File: config.mk
export PLATFORM = sky130hd
export DESIGN_NAME = rf_freq_meter
export DESIGN_NICKNAME = d
export VERILOG_FILES = /design/src/rtl/rf_freq_meter.sv
export SDC_FILE = /design/constraint.sdc
export NUM_CORES = 1
export LEC_CHECK = 0
export ABC_AREA = 1
export ABC_CLOCK_PERIOD_IN_PS = 2000
export BUFFER_PORTS_ARGS = -buffer_cell sky130_fd_sc_hd__buf_4
export CAP_MARGIN = 20
export CELL_PAD_IN_SITES_DETAIL_PLACEMENT = 0
export CELL_PAD_IN_SITES_GLOBAL_PLACEMENT = 1
export CORE_AREA = 2 2 91 93
export CTS_CLUSTER_DIAMETER = 120
export DETAILED_ROUTE_END_ITERATION = 12
export DIE_AREA = 0 0 93 95
export PLACE_DENSITY = 0.66
export SKIP_LAST_GASP = 1
export SLEW_MARGIN = 25
export SYNTH_ARGS = -nofsm -noshare
export SYNTH_HDL_FRONTEND = slang
export SYNTH_SLANG_ARGS = --single-unit
File: constraint.sdc
create_clock -name CLK1 -period 2 [get_ports CLK1]
set_clock_uncertainty 0.05 [all_clocks]
set_input_delay 0.1 -clock CLK1 [delete_from_list [all_inputs] [get_ports CLK1]]
set_output_delay 0.1 -clock CLK1 [all_outputs]
set_load 0.01 [all_outputs]
File: src/rtl/rf_freq_meter.sv
// Gated edge counter for an asynchronous RF/carrier input, measured against CLK1.
// Reports a saturating rising-edge count per window plus a hysteretic carrier flag.
module rf_freq_meter #(
  parameter int GATE_CYCLES = 12000,
  parameter int CNT_W       = 16,
  parameter int THRESH_ON   = 100,
  parameter int THRESH_OFF  = 50
) (
  input  logic             CLK1,
  input  logic             RST,
  input  logic             rf_in,
  input  logic             enable,
  output logic [CNT_W-1:0] freq_count,
  output logic             freq_valid,
  output logic             freq_ovf,
  output logic             carrier
);

  localparam int GW = (GATE_CYCLES > 2) ? $clog2(GATE_CYCLES) : 1;
  localparam logic [GW-1:0]    GATE_LAST = GW'(GATE_CYCLES - 1);
  localparam logic [CNT_W-1:0] CNT_MAX   = '1;

  logic             s1_reg, s2_reg, s3_reg;
  logic             edge_det;
  logic [GW-1:0]    gate_reg, gate_next;
  logic [CNT_W-1:0] edge_cnt_reg, edge_cnt_next;
  logic             sat_reg, sat_next;
  logic [CNT_W-1:0] count_reg, count_next;
  logic             valid_reg, valid_next;
  logic             ovf_reg, ovf_next;
  logic             carrier_reg, carrier_next;
  logic             close_win;
  logic             step_sat;
  logic [CNT_W-1:0] step_cnt;

  assign edge_det  = s2_reg & ~s3_reg;
  assign close_win = enable && (gate_reg == GATE_LAST);

  // Saturating edge_cnt + edge; shared by mid-window accumulation and the close-cycle result.
  always_comb begin
    step_sat = edge_det && (edge_cnt_reg == CNT_MAX);
    step_cnt = step_sat ? CNT_MAX : edge_cnt_reg + CNT_W'(edge_det);
  end

  always_comb begin
    gate_next     = gate_reg;
    edge_cnt_next = edge_cnt_reg;
    sat_next      = sat_reg;
    count_next    = count_reg;
    ovf_next      = ovf_reg;
    carrier_next  = carrier_reg;
    valid_next    = 1'b0;
    if (!enable) begin
      gate_next     = '0;
      edge_cnt_next = '0;
      sat_next      = 1'b0;
    end else if (close_win) begin
      gate_next     = '0;
      edge_cnt_next = '0;
      sat_next      = 1'b0;
      count_next    = step_cnt;
      ovf_next      = sat_reg | step_sat;
      valid_next    = 1'b1;
      if (int'(step_cnt) >= THRESH_ON)
        carrier_next = 1'b1;
      else if (int'(step_cnt) < THRESH_OFF)
        carrier_next = 1'b0;
    end else begin
      gate_next     = gate_reg + GW'(1);
      edge_cnt_next = step_cnt;
      sat_next      = sat_reg | step_sat;
    end
  end

  always_ff @(posedge CLK1 or posedge RST) begin
    if (RST) begin
      s1_reg       <= 1'b0;
      s2_reg       <= 1'b0;
      s3_reg       <= 1'b0;
      gate_reg     <= '0;
      edge_cnt_reg <= '0;
      sat_reg      <= 1'b0;
      count_reg    <= '0;
      valid_reg    <= 1'b0;
      ovf_reg      <= 1'b0;
      carrier_reg  <= 1'b0;
    end else begin
      s1_reg       <= rf_in;
      s2_reg       <= s1_reg;
      s3_reg       <= s2_reg;
      gate_reg     <= gate_next;
      edge_cnt_reg <= edge_cnt_next;
      sat_reg      <= sat_next;
      count_reg    <= count_next;
      valid_reg    <= valid_next;
      ovf_reg      <= ovf_next;
      carrier_reg  <= carrier_next;
    end
  end

  assign freq_count = count_reg;
  assign freq_valid = valid_reg;
  assign freq_ovf   = ovf_reg;
  assign carrier    = carrier_reg;

endmodule

== Word-level counts from Yosys, hierarchy flattened ==
Cells that the tools add are included.
Operators by class
  add/sub/neg operators: 2
  $mul: 0
  divide/modulo/power cells: 0
  $lt $le $gt $ge: 2
  equality and inequality tests: 2
  shift-type cells: 0
  multiplexer cells: 11
  bitwise operators: 3
  reduce and logical (&&, ||, !) cells: 5
Operators with widths (count)
  two-way mux 16 bit: 3
  two-way mux 14 bit: 2
  adder 16 x 1 -> 16 bit: 1
  equality test 16 bit (second input constant): 1
  >= comparator 16 x 7 -> 1 bit (second input constant): 1
  < comparator 16 x 6 -> 1 bit (second input constant): 1
  adder 14 x 1 -> 14 bit (second input constant): 1
  equality test 14 bit (second input constant): 1
  two-way mux 1 bit: 6
  AND reduction 3 bit: 1
  logical AND 1 bit: 2
  AND reduction 2 bit: 1
  nonzero test 2 bit: 1
  AND 1 bit: 1
  NOT 1 bit: 1
  bitwise OR 1 bit: 1
Storage, ports and cells
  bits in registers: 53
  latch bits: 0
  RAM bits: 0
  memory bits (read-only): 0
  input port bits: 4
  output and inout port bits: 19
  word-level logic and storage cells: 35
  memories kept: 0

== Logic depth before layout (Yosys ltp) ==
Gate-level depths: netlist (run 1).
  word-level depth: 7
  gate-level depth with buffers: 17
  mapped depth without buffers: 17

== Worst setup path before layout (run 1) ==
No wires, ideal clock.
  path type: register to register
  start point: register s3_reg
  end point: register carrier_reg (netlist: carrier)
  library setup time: 0.116 ns
  data arrival time: 1.550 ns
  data required time: 1.834 ns
  setup slack: 0.283 ns
  cell stages (with the launch flop): 17
  path buffers: 1
  period minus slack after synthesis: 1.717 ns
  cells stage by stage: dfrtp_1 -> inv_1 -> nand2_1 -> inv_1 -> ha_1 -> nand2_2 -> nor2_4 -> buf_6 -> nand3_1 -> nand2_1 -> nand3_1 -> nor2_1 -> nand2_1 -> nor2_1 -> nand2_1 -> nand2_1 -> nand2_1
Between the ends
  cells in the longest elaborated chain, start to end: 7
  elaborated cells between the ends (all ways): 10
  those cells by class: 1 x add/sub; 2 x order compare; 2 x mux; 2 x bitwise; 3 x reduce/logical
Ends and longest elaborated chain
  from (decl): line 23  | logic s1_reg, s2_reg, s3_reg;
  from (signal assigned): line 90  | s3_reg <= s2_reg;
  NOT 1 bit (*): line 36  | assign edge_det = s2_reg & ~s3_reg;
  AND 1 bit (*): line 36
  adder 16 x 1 -> 16 bit or logical AND 1 bit (tied branches): line 42, 41
  two-way mux 16 bit (*): line 42  | step_cnt = step_sat ? CNT_MAX : edge_cnt_reg + CNT_W'(edge_det);
  >= comparator 16 x 7 -> 1 bit or < comparator 16 x 6 -> 1 bit (tied branches): line 64, 66
  nonzero test 2 bit (no source line)
  AND reduction 3 bit (no source line)
  to (signal assigned): line 97  | carrier_reg <= carrier_next;
  to (decl): line 31  | logic carrier_reg, carrier_next;
Mark *: on every way between the ends. The rest lies on a longest branch, timed or not.
A chain may end at the register's enable or synchronous reset.

== Worst setup path after layout (run 1) ==
Same ends and word-level chain as after synthesis.

==> results of run 1 <==
cell usage in the layout, fill, tap and decap left out, drive strengths merged:
cell type      n
nand2        107
nor2          56
dfrtp         53
inv           52
buf           41
nand3         21
o21ai         18
a21oi         12
clkbuf         7
nor3           6
nand4          4
dlygate4sd3    3
ha             3
o21a           2
or2            2
xnor2          2
and2           2
nand3b         1
clkinv         1
xor2           1
nor4           1
bufinv         1
power breakdown:
group,switching (mW),internal [mW]
Clock,0.349,0.409
Sequential,0.00835,1.08
Combinational,0.0508,0.0285
Total,0.408,1.52
metrics by stage:
stage          power (mW)  utilization  hold WS [ns]  instance area, um2
2_1_floorplan        1.15            -        0.0814                2700
3_3_place_gp         1.18        0.390         0.105                3090
3_5_place_dp         1.18        0.390         0.107                3090
4_1_cts              1.95        0.410         0.312                3250
5_1_grt              2.01        0.423         0.328                3350
6_report             1.93        0.423         0.308                3350
timing repair:
item                       4_1_cts  5_1_grt
setup buffers                    2        3
hold buffers                     3        0
resized for setup                0       22
cloned                           0        1
pin swaps                        1        7
setup endpoints to repair        1        4
hold endpoints to repair        22        0
cell families after synthesis:
group	after synthesis
buffers and inverters	58
XOR/XNOR	3
AND/OR/NAND/NOR	199
AO/OA/AOI/OAI	32
adder cells (fa/ha/maj)	3
flip-flops	53
worst max-delay path: cells and delay by family, from the launching register on:
family | cells | cell delay, ns
flops | 1 | 0.38
simple gates | 10 | 0.91
fa+ha+maj | 1 | 0.13
compound gates | 2 | 0.22
buf+inv | 2 | 0.12
worst max path at each step:
| stage | slack, ns | endpoint | depth (start not counted) | from |
|---|---|---|---|---|
| after global placement | 0.05 | carrier | 15 | s3_reg |
| after detailed placement | -0.03 | carrier | 15 | s3_reg |
| after global routing | -0.03 | carrier | 16 | s3_reg |
| after floorplan | 0.28 | carrier | 16 | s3_reg |
| final | 0.09 | carrier | 15 | s3_reg |
| after CTS | 0.02 | carrier | 15 | s3_reg |
cell usage after synthesis, types with 2 or more instances:
library cell,n
xnor2_1,2
o21ai_0,13
o21a_1,2
clkbuf_1,2
nand2_1,100
nand3_1,19
o21ai_1,5
inv_2,3
buf_2,2
nor2_1,45
dfrtp_1,53
nor3_1,4
inv_1,48
or2_2,2
nand2_2,6
nor3_2,2
nor2_4,4
nand3_2,2
a21oi_2,2
nand4_1,3
a21oi_1,10
ha_1,3
nor2_2,6
metal layers:
metal,track usage,vias up,share of wire
met2,0.255,32,0.50
li1,-,1163,-
met3,0.0215,6,0.024
met1,0.205,1051,0.47
met5,0,-,0
met4,0.0404,0,0.014
final cells by class:
type	instances	area [um2]	share of cell area
flip-flops and latches	53	1330	0.395
multi-input cells	238	1220	0.364
repair buffers	44	358	0.107
inverters	53	203	0.0604
well taps	105	131	0.0392
clock buffers	7	86.3	0.0257
clock inverters	1	30.0	0.00895
==> impl_metrics.yaml, run 1 <==
cells_and_area:
  fin_cells: 501
  areaGrowthSynthToFinish_pct: 24.1
  drive_above_1_share: 0.245
  final_nets: 402
  antenna_cells: 0
  n_fill_cell: 845
yosys:
  ys.flop_type: "dfrtp_1"
  synthMuxAreaShare: 0
  synth_edf_count: 0
  ys_types: 33
  netlist_area_um2: 2700
  synthTopCellsByArea: "dfrtp_1 49%, nand2_1 14%, inv_1 6.7%"
  synth_top_area_frac: 0.491
  synth_top_family_by_area: "simple AND/OR/NAND/NOR gates"
  ys_seq_elements: 53
  synthAdderAreaFrac: 0.0139
  synthArstFlopShare: 1.00
  synth_cells: 348
  synth_top_area_cell: "dfrtp_1"
  syn_nets: 355
  synth_area_per_cell_um2: 7.77
  synth-simple-area-share: 0.336
  ys_warn_count: 0
  synth_compound_area_frac: 0.0639
  yosysSeqAreaShare: 0.491
  synth_xor_area_frac: 0.00972
placed_design:
  place_inst: 484
  io_buffers: 22
  post-dp-hpwl_mm: 4.61
  gp_congestion: 0.870
  dp_slack_ns: -0.0312
power_and_ir_drop:
  p_per_area_nw_per_um2: 574
  p_leak_nw: 1.68
  peakVddDrop_uv: 303
clock_tree:
  numCtsBuffers: 5
  clk_pin_slew_ns: 0.10
  clk-insertion-delay-late_ns: 0.31
  root_buffer: "clkbuf_8"
  cts.sinks: 53
  cts_max_path_buffers: 2
  cts_tree: "done"
  cts_max_level: 2
worst_setup_path:
  path_max_fanout: 5
  crit_arrival_ns: 2.06
  critPathKind: "reg -> reg"
  slowest_stage: "dfrtp_1"
  regToRegEndpoint: "carrier"
  ff2ff_setup_slack_ns: 0.09
  cp-start-kind: "flip-flop"
  cp_cell_sequence: "inv_2 > nand2_2 > inv_2 > ha_4 > nand2_4 > nor2_4 > nand2_2 > nand2_1 > nand2_1 > nor2_4 > nand2_2 > a21oi_1 > o21ai_1 > nand2_1 > nand2_1"
  worstPathRequired_ns: 2.16
  slowest_delay_ns: 0.38
  crit_path_end_kind: "flip-flop"
  crit_top_cell: "nand2_1"
  reg2reg_from: "s3_reg"
  reg2regPathDepth: 15
floorplanning:
  core-area_um2: 7930
  die_h_um: 95
  row_count: 33
  die_w_um: 93
  ios: 23
  dieArea_um2: 8840
  start_util: 0.341
hold_path:
  hp-class: "in -> async"
grt:
  grt_pass1_vias: 2250
  grt_pass1_wl_mm: 10.6
  globalRouteOverflowTotal: 0
  grt_antenna_before_repair: 0
  grt_use_total: 0.151
  grt_max_degree: 27
timing:
  hold_viol: 0
  fin_setup_tns_ns: 0
  fmax_mhz: 524
  worstMarginPinSlew_ns: 0.474
  layout_min_cycle_time_ns: 1.91
  setup_violations: 0
  fin_crit_sh: 0.954
  slew_violations: 0
  worst_slack_ns: 0.0923
  relSlewSlack: 0.683
route:
  drtIter0Drc: 133
  wire_per_inst_um: 12.7
  vias: 2252
  detail-route-antenna-nets: 0
  viasPerCell: 4.50
  drc_errors: 0
  drt_wl_total_mm: 6.39
  first_pass_iters: 4
outcome:
  status: "complete, no violations"
run:
  drv_cap: 0
Note: power is estimated with default switching activity, not from simulation.
==> run 2: changes to the inputs <==
--- a/config.mk
+++ b/config.mk
@@ -15,7 +15,8 @@
 export CTS_CLUSTER_DIAMETER = 120
 export DETAILED_ROUTE_END_ITERATION = 12
 export DIE_AREA = 0 0 93 95
-export PLACE_DENSITY = 0.66
+export PLACE_DENSITY_LB_ADDON = 0.1
+export REMOVE_ABC_BUFFERS = 1
 export SKIP_LAST_GASP = 1
 export SLEW_MARGIN = 25
 export SYNTH_ARGS = -nofsm -noshare
==> run 2 against run 1 <==
  * Non-clock buffer count grew 2
  * Critical path depth grew 1
  * Flip-flop and latch count is the same
  * Combinational power grew 4.4%
  * Clock power grew 13%
  * Utilization grew 0.79 points
  * Power grew 5.4%
  * Setup slack gained 0.022 ns
  * Wire length shrank 1.5%
  * Register-to-register slack gained 0.02 ns
  * Design area grew 1.9%
  * Die area is the same
  * Largest power group unchanged
  * Highest routed layer unchanged
==> impl_metrics.yaml, run 2 (same netlist as run 1, synthesis figures left out) <==
outcome:
  status: "complete, no violations"
floorplanning:
  core-area_um2: 7930
  ios: 23
  die_h_um: 95
  row_count: 33
  die_w_um: 93
  start_util: 0.341
  dieArea_um2: 8840
route:
  detail-route-antenna-nets: 0
  viasPerCell: 4.43
  drc_errors: 0
  top_layer: "met4"
  drt-met1-wl_mm: 3.15
  vias: 2223
  routed-wl-met2_mm: 2.96
  drt_wl_total_mm: 6.29
  route.met3.wl_um: 106
  first_pass_iters: 4
  wire_per_inst_um: 12.5
  drtIter0Drc: 55
clock_tree:
  cts_max_path_buffers: 2
  cts_tree: "done"
  clk_pin_slew_ns: 0.10
  cts_max_level: 2
  root_buffer: "clkbuf_8"
  numCtsBuffers: 5
  clk-insertion-delay-late_ns: 0.31
  cts.sinks: 53
worst_setup_path:
  reg2reg_from: "s3_reg"
  crit_arrival_ns: 2.05
  cp-startpoint: "s3_reg"
  cp-start-kind: "flip-flop"
  path_max_fanout: 7
  worstPathRequired_ns: 2.16
  crit_path_end_kind: "flip-flop"
  critPathKind: "reg -> reg"
grt:
  grt_pass1_vias: 2213
  grt_use_total: 0.154
  globalRouteOverflowTotal: 0
  grt_antenna_before_repair: 0
  grt_pass1_wl_mm: 10.6
  grt_max_degree: 22
power_and_ir_drop:
  p_leak_nw: 1.71
  p_per_area_nw_per_um2: 594
  peakVddDrop_uv: 312
timing:
  slew_violations: 0
  fin_crit_sh: 0.943
  relSlewSlack: 0.694
  hold_viol: 0
  worstMarginPinSlew_ns: 0.459
  layout_min_cycle_time_ns: 1.89
  setup_violations: 0
  rsz0062_at_grt: "yes"
  fmax_mhz: 530
placed_design:
  gp_congestion: 0.788
  io_buffers: 22
  post-dp-hpwl_mm: 4.75
  place_inst: 484
hold_path:
  hp-class: "in -> async"
cells_and_area:
  fin_cells: 502
  areaGrowthSynthToFinish_pct: 26.4
  antenna_cells: 0
  final_cell_mix: "91 x nand2_1, 53 x dfrtp_1, 43 x inv_1, 40 x buf_4, 38 x nor2_1"
  utilization: 0.431
  final_nets: 403
  drive_above_1_share: 0.282
  final_common_cell: "nand2_1"
  n_fill_cell: 832
run:
  drv_cap: 0
==> run 2: repair_timing <==
item                       4_1_cts  5_1_grt
buffers inserted                 0        7
hold buffers                     3        0
gates resized for setup          0       35
pin swaps                        1       17
hold endpoints to repair        21        0
setup endpoints to repair        1        6
==> run 2: layout make-up <==
type | instances | area [um2] | share of cell area
inverter | 53 | 203 | 0.0593
sequential | 53 | 1330 | 0.388
clock inverter | 3 | 65.1 | 0.0190
timing repair buffer | 46 | 373 | 0.109
clock buffer | 5 | 68.8 | 0.0201
tap | 105 | 131 | 0.0384
multi-input combinational | 237 | 1250 | 0.366
==> run 2: routing by layer <==
metal / up-vias / track usage
li1: 1166 / -
met2: 13 / 0.257
met1: 1038 / 0.210
met5: - / 0
met4: 0 / 0.0404
met3: 6 / 0.0223
==> run 2: worst paths after layout <==
kind	to	slack, ns	depth (start not counted)
worst min-delay path	freq_count[7]	0.30	3
min in group CLK1	s2_reg	0.31	0
max in group asynchronous	edge_cnt_reg[6]	0.99	4
worst min register to register	s2_reg	0.31	0
worst max register to register	carrier	0.11	16
worst max-delay path	carrier	0.11	16
==> run 2: critical path, stage by stage (launching register included) <==
cell     delay, ns
dfrtp_1       0.38
inv_2         0.05
nand2_2       0.05
inv_2         0.07
ha_4          0.13
nand2_4       0.06
nor2_4        0.22
buf_6         0.15
nand3_2       0.05
nand2_1       0.08
nand3_2       0.09
nor2_2        0.11
nand2_1       0.06
nor2_1        0.10
nand2_1       0.06
nand2_1       0.05
nand2_1       0.04
==> run 2: report_power, final <==
| part | switching [mW] | internal [mW] | leakage [nW] |
|---|---|---|---|
| logic | 0.0522 | 0.0306 | 0.910 |
| registers | 0.00876 | 1.08 | 0.730 |
| clock network | 0.361 | 0.497 | 0.0681 |
==> run 2: stage by stage <==
stage               setup TNS (ns)  hold WS, ns  power, mW  setup WS [ns]  instance area [um2]
floorplan                        0       0.0814       1.15          0.196                 2680
CTS                              0        0.309       2.06         0.0213                 3250
global route               -0.0590        0.317       2.12        -0.0542                 3420
detailed placement               0       0.0988       1.19        0.00986                 3090
finish                           0        0.299       2.03          0.114                 3420
global placement                 0       0.0969       1.19         0.0396                 3090
